$ cat config.mk
export PLATFORM = sky130hd
export DESIGN_NAME = riscboy_ppu_span_fetch
export DESIGN_NICKNAME = d
export VERILOG_FILES = /design/src/rtl/ppu_defs.sv /design/src/rtl/sync_fifo.sv /design/src/rtl/riscboy_ppu_span_fetch.sv
export SDC_FILE = /design/constraint.sdc
export NUM_CORES = 1
export LEC_CHECK = 0
export BUFFER_PORTS_ARGS = -buffer_cell sky130_fd_sc_hd__buf_2
export CORE_ASPECT_RATIO = 1.25
export CORE_MARGIN = 3
export CORE_UTILIZATION = 45
export DETAILED_ROUTE_END_ITERATION = 16
export PLACE_DENSITY = 0.65
export SLEW_MARGIN = 20
export SYNTH_ARGS = -nofsm -noshare
export SYNTH_HDL_FRONTEND = slang
export SYNTH_SLANG_ARGS = --single-unit
$ cat constraint.sdc
create_clock -name clk -period 4.41 [get_ports clk]
set_clock_uncertainty 0.15 [all_clocks]
set_input_delay 1.323 -clock clk [delete_from_list [all_inputs] [get_ports clk]]
set_output_delay 1.323 -clock clk [all_outputs]
set_load 0.05 [all_outputs]
$ cat src/rtl/ppu_defs.sv
// Shared PPU definitions: bus transfer size encodings and span-fetch state encoding.
package ppu_defs;

  localparam logic [1:0] SIZE_HALF = 2'b01;

  localparam logic [1:0] ST_IDLE  = 2'd0;
  localparam logic [1:0] ST_ISSUE = 2'd1;
  localparam logic [1:0] ST_WAIT  = 2'd2;
  localparam logic [1:0] ST_DRAIN = 2'd3;

  typedef enum logic [1:0] {
    IDLE  = ST_IDLE,
    ISSUE = ST_ISSUE,
    WAIT  = ST_WAIT,
    DRAIN = ST_DRAIN
  } fetch_state_e;

endpackage

$ cat src/rtl/sync_fifo.sv
// Single-clock FIFO with synchronous flush; read data is the head entry, valid whenever not empty.
module sync_fifo #(
  parameter int unsigned DEPTH = 4,
  parameter int unsigned WIDTH = 17,
  localparam int unsigned W_LEVEL = $clog2(DEPTH + 1),
  localparam int unsigned W_PTR   = (DEPTH > 1) ? $clog2(DEPTH) : 1
) (
  input  logic               clk,
  input  logic               rst_n,
  input  logic               flush,
  input  logic               push,
  input  logic [WIDTH-1:0]   wdata,
  input  logic               pop,
  output logic [WIDTH-1:0]   rdata,
  output logic               empty,
  output logic [W_LEVEL-1:0] level
);

  logic [WIDTH-1:0]   mem_q [DEPTH];
  logic [W_PTR-1:0]   wptr_q, rptr_q;
  logic [W_LEVEL-1:0] level_q;
  logic               full_c, push_en_c, pop_en_c;

  function automatic logic [W_PTR-1:0] ptr_inc(input logic [W_PTR-1:0] p);
    return (p == W_PTR'(DEPTH - 1)) ? '0 : p + W_PTR'(1);
  endfunction

  assign empty     = (level_q == '0);
  assign full_c    = (level_q == W_LEVEL'(DEPTH));
  assign pop_en_c  = pop && !empty;
  // A push into a full FIFO is accepted only when the head leaves in the same cycle.
  assign push_en_c = push && (!full_c || pop_en_c);
  assign rdata     = mem_q[rptr_q];
  assign level     = level_q;

  always_ff @(posedge clk or negedge rst_n) begin
    if (!rst_n) begin
      wptr_q  <= '0;
      rptr_q  <= '0;
      level_q <= '0;
    end else if (flush) begin
      wptr_q  <= '0;
      rptr_q  <= '0;
      level_q <= '0;
    end else begin
      if (push_en_c) wptr_q <= ptr_inc(wptr_q);
      if (pop_en_c)  rptr_q <= ptr_inc(rptr_q);
      level_q <= level_q + W_LEVEL'(push_en_c) - W_LEVEL'(pop_en_c);
    end
  end

  always_ff @(posedge clk or negedge rst_n) begin
    if (!rst_n) begin
      for (int unsigned i = 0; i < DEPTH; i++) mem_q[i] <= '0;
    end else if (push_en_c && !flush) begin
      mem_q[wptr_q] <= wdata;
    end
  end

endmodule

$ cat src/rtl/riscboy_ppu_span_fetch.sv
// PPU span fetcher: turns {addr, count} span commands into credit-limited halfword reads on one
// arbiter port and buffers the returned data, tagged with end-of-span, for the pixel unpacker.
module riscboy_ppu_span_fetch
  import ppu_defs::*;
#(
  parameter int unsigned W_ADDR     = 18,
  parameter int unsigned W_DATA     = 16,
  parameter int unsigned W_COUNT    = 9,
  parameter int unsigned FIFO_DEPTH = 4
) (
  input  logic               clk,
  input  logic               rst_n,
  input  logic               flush,
  input  logic               cmd_vld,
  output logic               cmd_rdy,
  input  logic [W_ADDR-1:0]  cmd_addr,
  input  logic [W_COUNT-1:0] cmd_count,
  output logic               bus_aph_vld,
  input  logic               bus_aph_rdy,
  output logic [1:0]         bus_aph_size,
  output logic [W_ADDR-1:0]  bus_aph_addr,
  input  logic               bus_dph_vld,
  input  logic [W_DATA-1:0]  bus_dph_data,
  output logic               out_vld,
  input  logic               out_rdy,
  output logic [W_DATA-1:0]  out_data,
  output logic               out_last,
  output logic               busy
);

  localparam int unsigned W_LEVEL  = $clog2(FIFO_DEPTH + 1);
  localparam int unsigned W_CREDIT = W_LEVEL + 1;
  localparam int unsigned W_ENTRY  = W_DATA + 1;

  fetch_state_e       state_q, state_d;
  logic [W_ADDR-1:0]  addr_q, addr_d;
  logic [W_COUNT-1:0] issue_rem_q, issue_rem_d;
  logic [W_COUNT-1:0] resp_rem_q, resp_rem_d;
  logic [W_LEVEL-1:0] in_flight_q, in_flight_d;
  logic [W_LEVEL-1:0] fifo_level;
  logic [W_ENTRY-1:0] fifo_wdata, fifo_rdata;
  logic               fifo_empty;
  logic               fifo_push_c;
  logic               credit_ok_c;
  logic               cmd_fire_c, aph_fire_c;

  // Data phase cannot be stalled, so only issue while every in-flight read has a FIFO slot.
  assign credit_ok_c = (W_CREDIT'(in_flight_q) + W_CREDIT'(fifo_level)) < W_CREDIT'(FIFO_DEPTH);

  assign cmd_rdy      = (state_q == IDLE) && !flush;
  assign bus_aph_vld  = (state_q == ISSUE) && credit_ok_c;
  assign bus_aph_size = SIZE_HALF;
  assign bus_aph_addr = addr_q;
  assign busy         = (state_q != IDLE);
  assign cmd_fire_c   = cmd_vld && cmd_rdy;
  assign aph_fire_c   = bus_aph_vld && bus_aph_rdy;

  always_comb begin
    state_d     = state_q;
    addr_d      = addr_q;
    issue_rem_d = issue_rem_q;
    resp_rem_d  = resp_rem_q;
    fifo_push_c = 1'b0;
    fifo_wdata  = {resp_rem_q == W_COUNT'(1), bus_dph_data};

    if (cmd_fire_c) begin
      addr_d      = cmd_addr & ~W_ADDR'(1);
      issue_rem_d = cmd_count;
      resp_rem_d  = cmd_count;
    end
    if (aph_fire_c) begin
      addr_d      = addr_q + W_ADDR'(2);
      issue_rem_d = issue_rem_q - W_COUNT'(1);
    end
    if (bus_dph_vld && ((state_q == ISSUE) || (state_q == WAIT))) begin
      fifo_push_c = 1'b1;
      resp_rem_d  = resp_rem_q - W_COUNT'(1);
    end
    in_flight_d = in_flight_q + W_LEVEL'(aph_fire_c) - W_LEVEL'(bus_dph_vld);

    case (state_q)
      IDLE:    if (cmd_fire_c && (cmd_count != '0)) state_d = ISSUE;
      ISSUE:   if (issue_rem_d == '0) state_d = (resp_rem_d == '0) ? IDLE : WAIT;
      WAIT:    if (resp_rem_d == '0) state_d = IDLE;
      DRAIN:   if (in_flight_d == '0) state_d = IDLE;
      default: state_d = IDLE;
    endcase

    // Reads already on the bus must still be absorbed before a new span may start.
    if (flush) state_d = (in_flight_d != '0) ? DRAIN : IDLE;
  end

  always_ff @(posedge clk or negedge rst_n) begin
    if (!rst_n) begin
      state_q     <= IDLE;
      addr_q      <= '0;
      issue_rem_q <= '0;
      resp_rem_q  <= '0;
      in_flight_q <= '0;
    end else begin
      state_q     <= state_d;
      addr_q      <= addr_d;
      issue_rem_q <= issue_rem_d;
      resp_rem_q  <= resp_rem_d;
      in_flight_q <= in_flight_d;
    end
  end

  sync_fifo #(
    .DEPTH (FIFO_DEPTH),
    .WIDTH (W_ENTRY)
  ) u_fifo (
    .clk   (clk),
    .rst_n (rst_n),
    .flush (flush),
    .push  (fifo_push_c),
    .wdata (fifo_wdata),
    .pop   (out_rdy),
    .rdata (fifo_rdata),
    .empty (fifo_empty),
    .level (fifo_level)
  );

  assign out_vld  = !fifo_empty;
  assign out_data = fifo_rdata[W_DATA-1:0];
  assign out_last = fifo_rdata[W_DATA];

  a_credit: assert property (@(posedge clk) disable iff (!rst_n)
    (W_CREDIT'(in_flight_q) + W_CREDIT'(fifo_level)) <= W_CREDIT'(FIFO_DEPTH));

  a_dph_legal: assert property (@(posedge clk) disable iff (!rst_n)
    bus_dph_vld |-> (in_flight_q != '0));

endmodule

==> results of run 1 <==
## registers in the layout, indices dropped and copies added (netlist names)
signal	count
u_fifo.mem_q	68
u_fifo.level	3
bus_aph_addr	17
state_q	2
issue_rem_q	9
u_fifo.rptr_q	2
in_flight_q	3
resp_rem_q	9
u_fifo.wptr_q	2
## logic make-up after synthesis
| logic type | Yosys count |
|---|---|
| simple gates | 334 |
| flops | 115 |
| compound gates | 87 |
| buf+inv | 54 |
| fa+ha+maj | 22 |
| mux | 20 |
| xor+xnor | 7 |
| other cells | 2 |
## cell usage in the layout (no fill, tap or decap), types with 3 or more instances in the layout
cell type   count
and2_0          4
a31oi_1         5
clkbuf_1        3
nand4_1         5
nand3_1        10
nor3_1          9
clkbuf_16      17
or3_1           3
o21ai_0        13
conb_1          3
inv_1          23
buf_2          85
and2_1          3
o221a_2         3
a311oi_1        5
a211oi_1       11
a21oi_1        25
or2_2           3
buf_4          17
clkinv_2        5
mux4_2         17
dfrtp_1       115
clkinvlp_4      3
nand2_1       229
and3_1          5
xor2_1          3
o211ai_1        5
ha_1           20
xnor2_1         4
o22ai_1         5
nor2_1         45
## power by group through the flow
stage                     registers (mW)  clock network (mW)  logic, mW
after global placement              1.76                   0       2.27
final                               1.78                1.32       2.32
after floorplan                     1.95                   0       1.58
after global routing                1.83                1.40       2.55
after CTS                           1.77                1.34       2.35
after detailed placement            1.78                   0       2.34
## worst max path at each step
| stage | to | from | slack (ns) |
|---|---|---|---|
| after floorplan | state_q[0] | bus_aph_rdy | 0.16 |
| after global placement | state_q[1] | flush | 0.40 |
| after detailed placement | state_q[0] | flush | 0.38 |
| after CTS | state_q[1] | u_fifo.level[2] | 0.63 |
| after global routing | state_q[1] | u_fifo.level[2] | 0.45 |
| final | state_q[1] | u_fifo.level[2] | 0.64 |
## layer usage
metal | GRT usage (%) | part of all wire (%)
met1 | 25.7 | 42
met2 | 34.9 | 50
met3 | 5.68 | 6.3
met4 | 7.44 | 1.9
met5 | 0 | 0
## layout make-up
| cell class | instances | area, sq um |
|---|---|---|
| inverter | 24 | 92.6 |
| multi-input combinational | 473 | 2820 |
| fill | 1181 | 5630 |
| timing repair buffer | 103 | 573 |
| clock buffer | 22 | 464 |
| clock inverter | 10 | 108 |
| tap | 168 | 210 |
| sequential | 115 | 2880 |
## per-stage QoR
stage / utilization (%) / instance area [sq um]
after CTS: 55.9 / 7140
after global placement: 51.4 / 6570
final: 55.9 / 7140
after floorplan: - / 5920
after global routing: 55.9 / 7140
after detailed placement: 51.4 / 6570
## worst max-delay path, cell delays in order (launching register included)
cell	delay [ns]
dfrtp_1	0.41
ha_1	0.33
nor4b_4	0.41
and3_1	0.29
inv_4	0.04
ha_1	0.26
inv_1	0.04
ha_1	0.18
fa_1	0.38
xnor2_1	0.15
or3_1	0.34
a21oi_1	0.19
o221ai_2	0.13
mux2_1	0.34
==> results.cfg, run 1 <==
[global_routing]
grt_use_total_pct = 20.8
grt-ovfl-total = 0
antenna_found_initial = 0
grt_pass1_wl_mm = 23.7
grt_pass1_vias = 4908
grt_start_max_net_pins = 91

[sta]
relSlewSlack_pct = 39.0
worst_slack_ns = 0.640
slew_viol_final = 0
tightest_slew_ns = 0.916
rsz0062_at_grt = false
clock.fmax_ghz = 0.265
timing_hold_violations_final = 0
finalSetupTns_ns = 0
finalSetupViolations = 0
fin_crit_sh_pct = 85.5
hold_ws_ns = 0.319
fin_crit_ns = 3.77

[floorplanning]
chipWidth_microns = 109
die_y_microns = 134
core_area_sq_um = 12800
fp-row-count = 46
initial_utilization_pct = 46.3
die_area_sq_um = 14600
num_io_pins = 91

[setup_path]
r2r-end = state_q[1]
timing.rr.start = u_fifo.level[2]
path_class = reg2reg
cp.required_ns = 4.55
reg2regPathDepth = 13
rrSetupSlack_ns = 0.64
start_kind = register
crit_path_end_kind = register
critical_path_arrival_ns = 3.91
cp_max_fo = 4

[detailed_routing]
routed_wl_mm = 14.4
drc_errors = 0
route.detailed.wl_per_inst_microns = 15.8
drtAntennaViolNets = 0
vias = 4894
via_per_inst = 5.35
drtIter0Drc = 269
drt_first_pass_iters = 5

[placement]
placedCellCount = 883
gp_congestion = 0.880
hpwlAfterDp_mm = 10.0
portBuffers = 86
place_ws_ns = 0.375

[clock_network]
cts_tree = yes
cts_resized = 0
cts_buffer_depth = 2
clock_tree.root_cell = clkbuf_16
cts-hold-fix-buffers = 0
cts.clk_slew.worst_paths_ns = 0.05
clock-sinks = 115
htree_levels = 4
numCtsBuffers = 17
postCtsSetupRepairBufs = 0
clkLatencyLatePin_ns = 0.41

[yosys]
synth.cell_area_sq_um = 5920
synth_top_family_by_area = simple AND/OR/NAND/NOR gates
async_reset_ff_share_pct = 100
synthMuxAreaShare_pct = 7.02
syn_avg_cell_area_sq_um = 9.23
synth-compound-area-share_pct = 9.93
synthAdderAreaFrac_pct = 4.90
synth_commonest_cells = nand2_1 (229), dfrtp_1 (115), nor2_1 (45)
synth_flop_cell = dfrtp_1
synth_xor_area_share_pct = 1.04
synth_top_area_share_pct = 48.6
ys_types = 60
ys_seq_area_share_pct = 48.6
synth.most_common_cell = nand2_1
yosysTopAreaCell = dfrtp_1
synth_simple_gate_area_share_pct = 24.5
yosys_warnings = 0
syn_inst = 641
ys_ff_latch = 115
synth_edf_count = 0
synthTopCellsByArea = dfrtp_1 (49%), nand2_1 (15%), mux4_2 (6.5%), ha_1 (4.2%), nor2_1 (2.9%)

[worst_hold_path]
whs_path_depth = 2
min_from = u_fifo.mem_q[53]
hp-class = reg2reg
min_to = u_fifo.mem_q[53]

[finish]
area_delta_synth_final_pct = 20.7
diodes = 0
layout.nets = 806
drive_above_1_share_pct = 22.2
fin_cells = 915

[power]
internal-power_mw = 3.10
finalPower_mw = 5.42
clkPwrFrac_pct = 24.3
vdd_drop_max_uv = 481
switching_power_mw = 2.32
netSwitchingFraction_pct = 42.8
power_frac_comb_pct = 42.9
p_seq_share_pct = 32.8
power_density_nw_per_um2 = 759
p_leak_nw = 3.51

[run_status]
status = finished clean

[job]
drv_cap = 0
Note: power is estimated with default switching activity, not from simulation.
==> inputs of run 2 (changes only) <==
--- a/config.mk
+++ b/config.mk
@@ -5,12 +5,12 @@
 export SDC_FILE = /design/constraint.sdc
 export NUM_CORES = 1
 export LEC_CHECK = 0
-export BUFFER_PORTS_ARGS = -buffer_cell sky130_fd_sc_hd__buf_2
 export CORE_ASPECT_RATIO = 1.25
 export CORE_MARGIN = 3
 export CORE_UTILIZATION = 45
 export DETAILED_ROUTE_END_ITERATION = 16
-export PLACE_DENSITY = 0.65
+export DONT_BUFFER_PORTS = 1
+export PLACE_DENSITY = 0.59
 export SLEW_MARGIN = 20
 export SYNTH_ARGS = -nofsm -noshare
 export SYNTH_HDL_FRONTEND = slang
==> run 2 against run 1 <==
  * Clock-buffer cell count down 1
  * Critical path type unchanged
  * Highest routed layer unchanged
  * Sequential power increased by 15%
  * Combinational power is 21% lower
  * Setup slack better by 0.047 ns
  * Maximum frequency grew 1.3%
  * Register-to-register slack improved by 0.05 ns
  * Utilization fell by 3.1 points
  * First-iteration DRC count down 16%
  * Routed wire length is 1.6% higher
==> results.cfg, run 2 (synthesis gave the netlist of run 1 again) <==
[run_status]
status = finished clean

[floorplanning]
core_area_sq_um = 12800
die_area_sq_um = 14600
die_y_microns = 134
initial_utilization_pct = 46.3
num_io_pins = 91
chipWidth_microns = 109
fp-row-count = 46

[finish]
layout.nets = 716
drive_above_1_share_pct = 11.7
layout_common_cells = nand2_1 (229), dfrtp_1 (115), nor2_1 (45)
largest_reg_flops = 68
final_common_cell = nand2_1
diodes = 0
final_cell_area_sq_um = 6750
utilization_pct = 52.8
area_delta_synth_final_pct = 14.0
largest-register = u_fifo.mem_q

[power]
clkPwrFrac_pct = 28.0
netSwitchingFraction_pct = 41.7
internal-power_mw = 3.15
p_leak_nw = 3.19
finalPower_mw = 5.40
p_seq_share_pct = 37.9
vdd_drop_max_uv = 343
power_frac_comb_pct = 34.1
power_density_nw_per_um2 = 800
switching_power_mw = 2.25

[clock_network]
clock_tree.root_cell = clkbuf_16
clock-sinks = 115
clkLatencyLatePin_ns = 0.41
numCtsBuffers = 17
postCtsSetupRepairBufs = 0
cts-hold-fix-buffers = 0
htree_levels = 4
cts_tree = yes
cts.clk_slew.worst_paths_ns = 0.05
cts_buffer_depth = 2
cts_resized = 0

[setup_path]
cp.required_ns = 4.54
reg2regPathDepth = 12
path_class = reg2reg
crit_path_start = u_fifo.level[2]
timing.rr.start = u_fifo.level[2]
crit_path_end_kind = register
cp_max_fo = 4
critical_path_arrival_ns = 3.85
start_kind = register
r2r-end = state_q[0]
rrSetupSlack_ns = 0.69

[detailed_routing]
route.detailed.wl_per_inst_microns = 17.8
via_per_inst = 5.57
drt_first_pass_iters = 4
vias = 4589
drtAntennaViolNets = 0
routed_wl_mm = 14.7
drtIter0Drc = 225
drc_errors = 0

[sta]
clock.fmax_ghz = 0.269
slew_viol_final = 0
finalSetupViolations = 0
tightest_slew_ns = 0.975
fin_crit_ns = 3.72
fin_crit_sh_pct = 84.4
timing_hold_violations_final = 0
worst_slack_ns = 0.688
finalSetupTns_ns = 0
rsz0062_at_grt = false
relSlewSlack_pct = 35.0

[placement]
hpwlAfterDp_mm = 9.92
placed_area_sq_um = 6100
portBuffers = 0
place_ws_ns = 0.526
gp_congestion = 0.819

[worst_hold_path]
min_from = u_fifo.mem_q[22]
min_to = u_fifo.mem_q[22]
hp-class = reg2reg
whs_path_depth = 2

[global_routing]
grt_use_total_pct = 20.9
grt-ovfl-total = 0
grt_pass1_wl_mm = 23.5
antenna_found_initial = 0
grt_start_max_net_pins = 116
grt_pass1_vias = 4782

[job]
drv_cap = 0
## run 2: cell count changes in the layout (fill, tap and decap cells not counted), sizes merged
cell / before / now
clkinvlp: 3 / 0
buf: 103 / 13
bufinv: 2 / 5
clkbuf: 22 / 21
## run 2: how the worst max path moves through the flow
stage            endpoint  slack [ns]  cells past startpoint
6_report       state_q[0]        0.69                     12
5_1_grt        state_q[0]        0.51                     13
2_1_floorplan  state_q[0]        0.16                     13
3_5_place_dp   state_q[0]        0.53                      8
3_3_place_gp   state_q[1]        0.54                      8
4_1_cts        state_q[0]        0.66                     12
## run 2: layout make-up
class	count	area, sq um
clock buffers	21	470
flip-flops and latches	115	2880
inverters	24	92.6
well taps	168	210
multi-input cells	473	2820
fillers	1174	6030
repair buffers	13	97.6
clock inverters	10	179
## run 2: power by group through the flow
stage,sequential [mW],clock (mW),combinational [mW]
2_1_floorplan,1.95,0,1.58
3_3_place_gp,2.04,0,1.79
3_5_place_dp,2.06,0,1.85
4_1_cts,2.05,1.53,1.86
5_1_grt,2.10,1.58,2.04
6_report,2.05,1.51,1.84
## run 2: worst max-delay path: stages (launching register included)
cell	delay (ns)
dfrtp_1	0.41
ha_1	0.32
nor4b_4	0.37
and3_1	0.28
inv_4	0.04
ha_1	0.26
inv_1	0.04
ha_1	0.18
fa_1	0.47
or3_1	0.42
a21oi_1	0.19
o221ai_2	0.13
mux2_1	0.34
## run 2: per-stage QoR
step,hold WS (ns),instances
after floorplan,0.290,642
after global placement,0.302,793
after detailed placement,0.307,793
after CTS,0.320,824
after global routing,0.343,824
final,0.314,824
## run 2: layer usage
metal,GRT usage [%],vias up,wire length [microns]
met2,36.5,142,7540
met3,6.02,31,951
met4,8.91,0,346
li1,-,2176,-
met5,0,-,0
met1,23.5,2240,5830
==> inputs of run 3 (changes only) <==
==> constraint.sdc (replaced) <==
create_clock -name clk -period 3.65 [get_ports clk]
set_clock_uncertainty 0.15 [all_clocks]
set_input_delay 1.095 -clock clk [delete_from_list [all_inputs] [get_ports clk]]
set_output_delay 1.095 -clock clk [all_outputs]
set_load 0.05 [all_outputs]
==> run 3 against run 2 <==
  * Clock power rose by 13%
  * Design area rose by 0.74%
  * Maximum frequency rose by 7.1%
  * Power rose by 20%
  * Non-clock buffer count rose by 5
  * Routed wire length rose by 0.66%
  * First-iteration DRC count fell by 12%
  * Utilization rose by 0.39 points
  * Largest cell class unchanged
==> results.cfg, run 3 (synthesis gave the netlist of run 1 again) <==
[finish]
fillers = 1194
drive_above_1_share_pct = 14.2
fin_cells = 830
utilization_pct = 53.2
layout.nets = 721
area_delta_synth_final_pct = 14.8
diodes = 0
final_common_cell = nand2_1
final_cell_area_sq_um = 6800
layout_common_cells = nand2_1 (229), dfrtp_1 (115), nor2_1 (45)
largest-register = u_fifo.mem_q
largest_reg_flops = 68

[sta]
worst_slack_ns = 0.175
fin_crit_ns = 3.47
tightest_slew_ns = 1.11
finalSetupViolations = 0
fin_crit_sh_pct = 95.2
hold_ws_ns = 0.234
clock.fmax_ghz = 0.288
timing_hold_violations_final = 0
rsz0062_at_grt = false
relSlewSlack_pct = 25.8
slew_viol_final = 0
finalSetupTns_ns = 0

[power]
power_density_nw_per_um2 = 955
finalPower_mw = 6.49
vdd_drop_max_uv = 382
p_leak_nw = 3.19

[setup_path]
start_kind = register
path_class = reg2reg
rrSetupSlack_ns = 0.18
cp_max_fo = 2
critical_path_arrival_ns = 3.60
cp.required_ns = 3.78
crit_path_end_kind = register

[detailed_routing]
drtIter0Drc = 197
vias = 4667
routed_wl_mm = 14.8
drc_errors = 0
drtAntennaViolNets = 0
route.detailed.wl_per_inst_microns = 17.8
drt_first_pass_iters = 5
via_per_inst = 5.62

[global_routing]
grt_start_max_net_pins = 116
grt_pass1_vias = 4825
grt_use_total_pct = 21.1
antenna_found_initial = 0
grt-ovfl-total = 0
grt_pass1_wl_mm = 24.0

[placement]
gp_congestion = 0.832
portBuffers = 0
placedCellCount = 797
placed_area_sq_um = 6180
hpwlAfterDp_mm = 9.97
place_ws_ns = 0.0846

[clock_network]
cts_tree = yes
cts_buffer_depth = 2
clock_tree.root_cell = clkbuf_16
htree_levels = 4
numCtsBuffers = 17
cts.clk_slew.worst_paths_ns = 0.06
clock-sinks = 115
clkLatencyLatePin_ns = 0.40

[run_status]
status = finished clean

[floorplanning]
num_io_pins = 91
fp-row-count = 46
initial_utilization_pct = 46.3
chipWidth_microns = 109
die_area_sq_um = 14600
die_y_microns = 134
core_area_sq_um = 12800

[job]
drv_cap = 0

[worst_hold_path]
hp-class = in2async
[run 3: cell count changes in the layout (fill, tap and decap cells not counted), sizes merged]
| cell | change |
|---|---|
| buf | +5 |
| bufinv | -2 |
| clkbuf | -4 |
| clkinv | +2 |
| inv | +2 |
| clkinvlp | +3 |
[run 3: worst paths after layout]
kind / start / endpoint / cells after the start
worst max-delay path: in_flight_q[2] / state_q[1] / 13
worst min register to register: u_fifo.mem_q[44] / u_fifo.mem_q[44] / 2
max in group asynchronous: rst_n / u_fifo.mem_q[30] / 0
worst max register to register: in_flight_q[2] / state_q[1] / 13
min in group clk: u_fifo.mem_q[44] / u_fifo.mem_q[44] / 2
worst min-delay path: rst_n / u_fifo.mem_q[35] / 0
[run 3: where the power goes]
| group | internal, mW | switching, mW | total, mW |
|---|---|---|---|
| Clock | 1.08 | 0.616 | 1.70 |
| Sequential | 1.75 | 0.651 | 2.40 |
| Combinational | 0.867 | 1.53 | 2.40 |
[run 3: repair_timing]
item / CTS / global route
buffers inserted: 0 / 1
setup endpoints to repair: 0 / 2
hold endpoints to repair: 0 / 0
gates resized for setup: 0 / 2
hold buffers: 0 / 0
[run 3: per-layer routing]
| metal | wire length, microns | vias up | global-route usage, % |
|---|---|---|---|
| met2 | 7860 | 132 | 37.7 |
| met4 | 99 | 0 | 5.05 |
| li1 | - | 2193 | - |
| met5 | 0 | - | 0 |
| met1 | 5810 | 2331 | 24.6 |
| met3 | 989 | 11 | 6.45 |
[run 3: critical path: stages, from the launching register on]
cell	delay, ns
dfrtp_1	0.40
ha_1	0.33
nor4b_4	0.24
and3_4	0.25
inv_6	0.04
ha_4	0.25
inv_2	0.04
ha_4	0.15
fa_2	0.36
xnor2_2	0.14
or3_4	0.38
a21oi_2	0.16
o221ai_2	0.14
mux2_1	0.33
[run 3: final cells by class]
type	count	area, sq um	area share (%)
Timing Repair Buffer	18	135	1.99
Multi-Input combinational cell	473	2870	42.2
Clock inverter	15	183	2.69
Tap cell	168	210	3.09
Clock buffer	17	425	6.26
Sequential cell	115	2880	42.3
Inverter	24	95.1	1.40
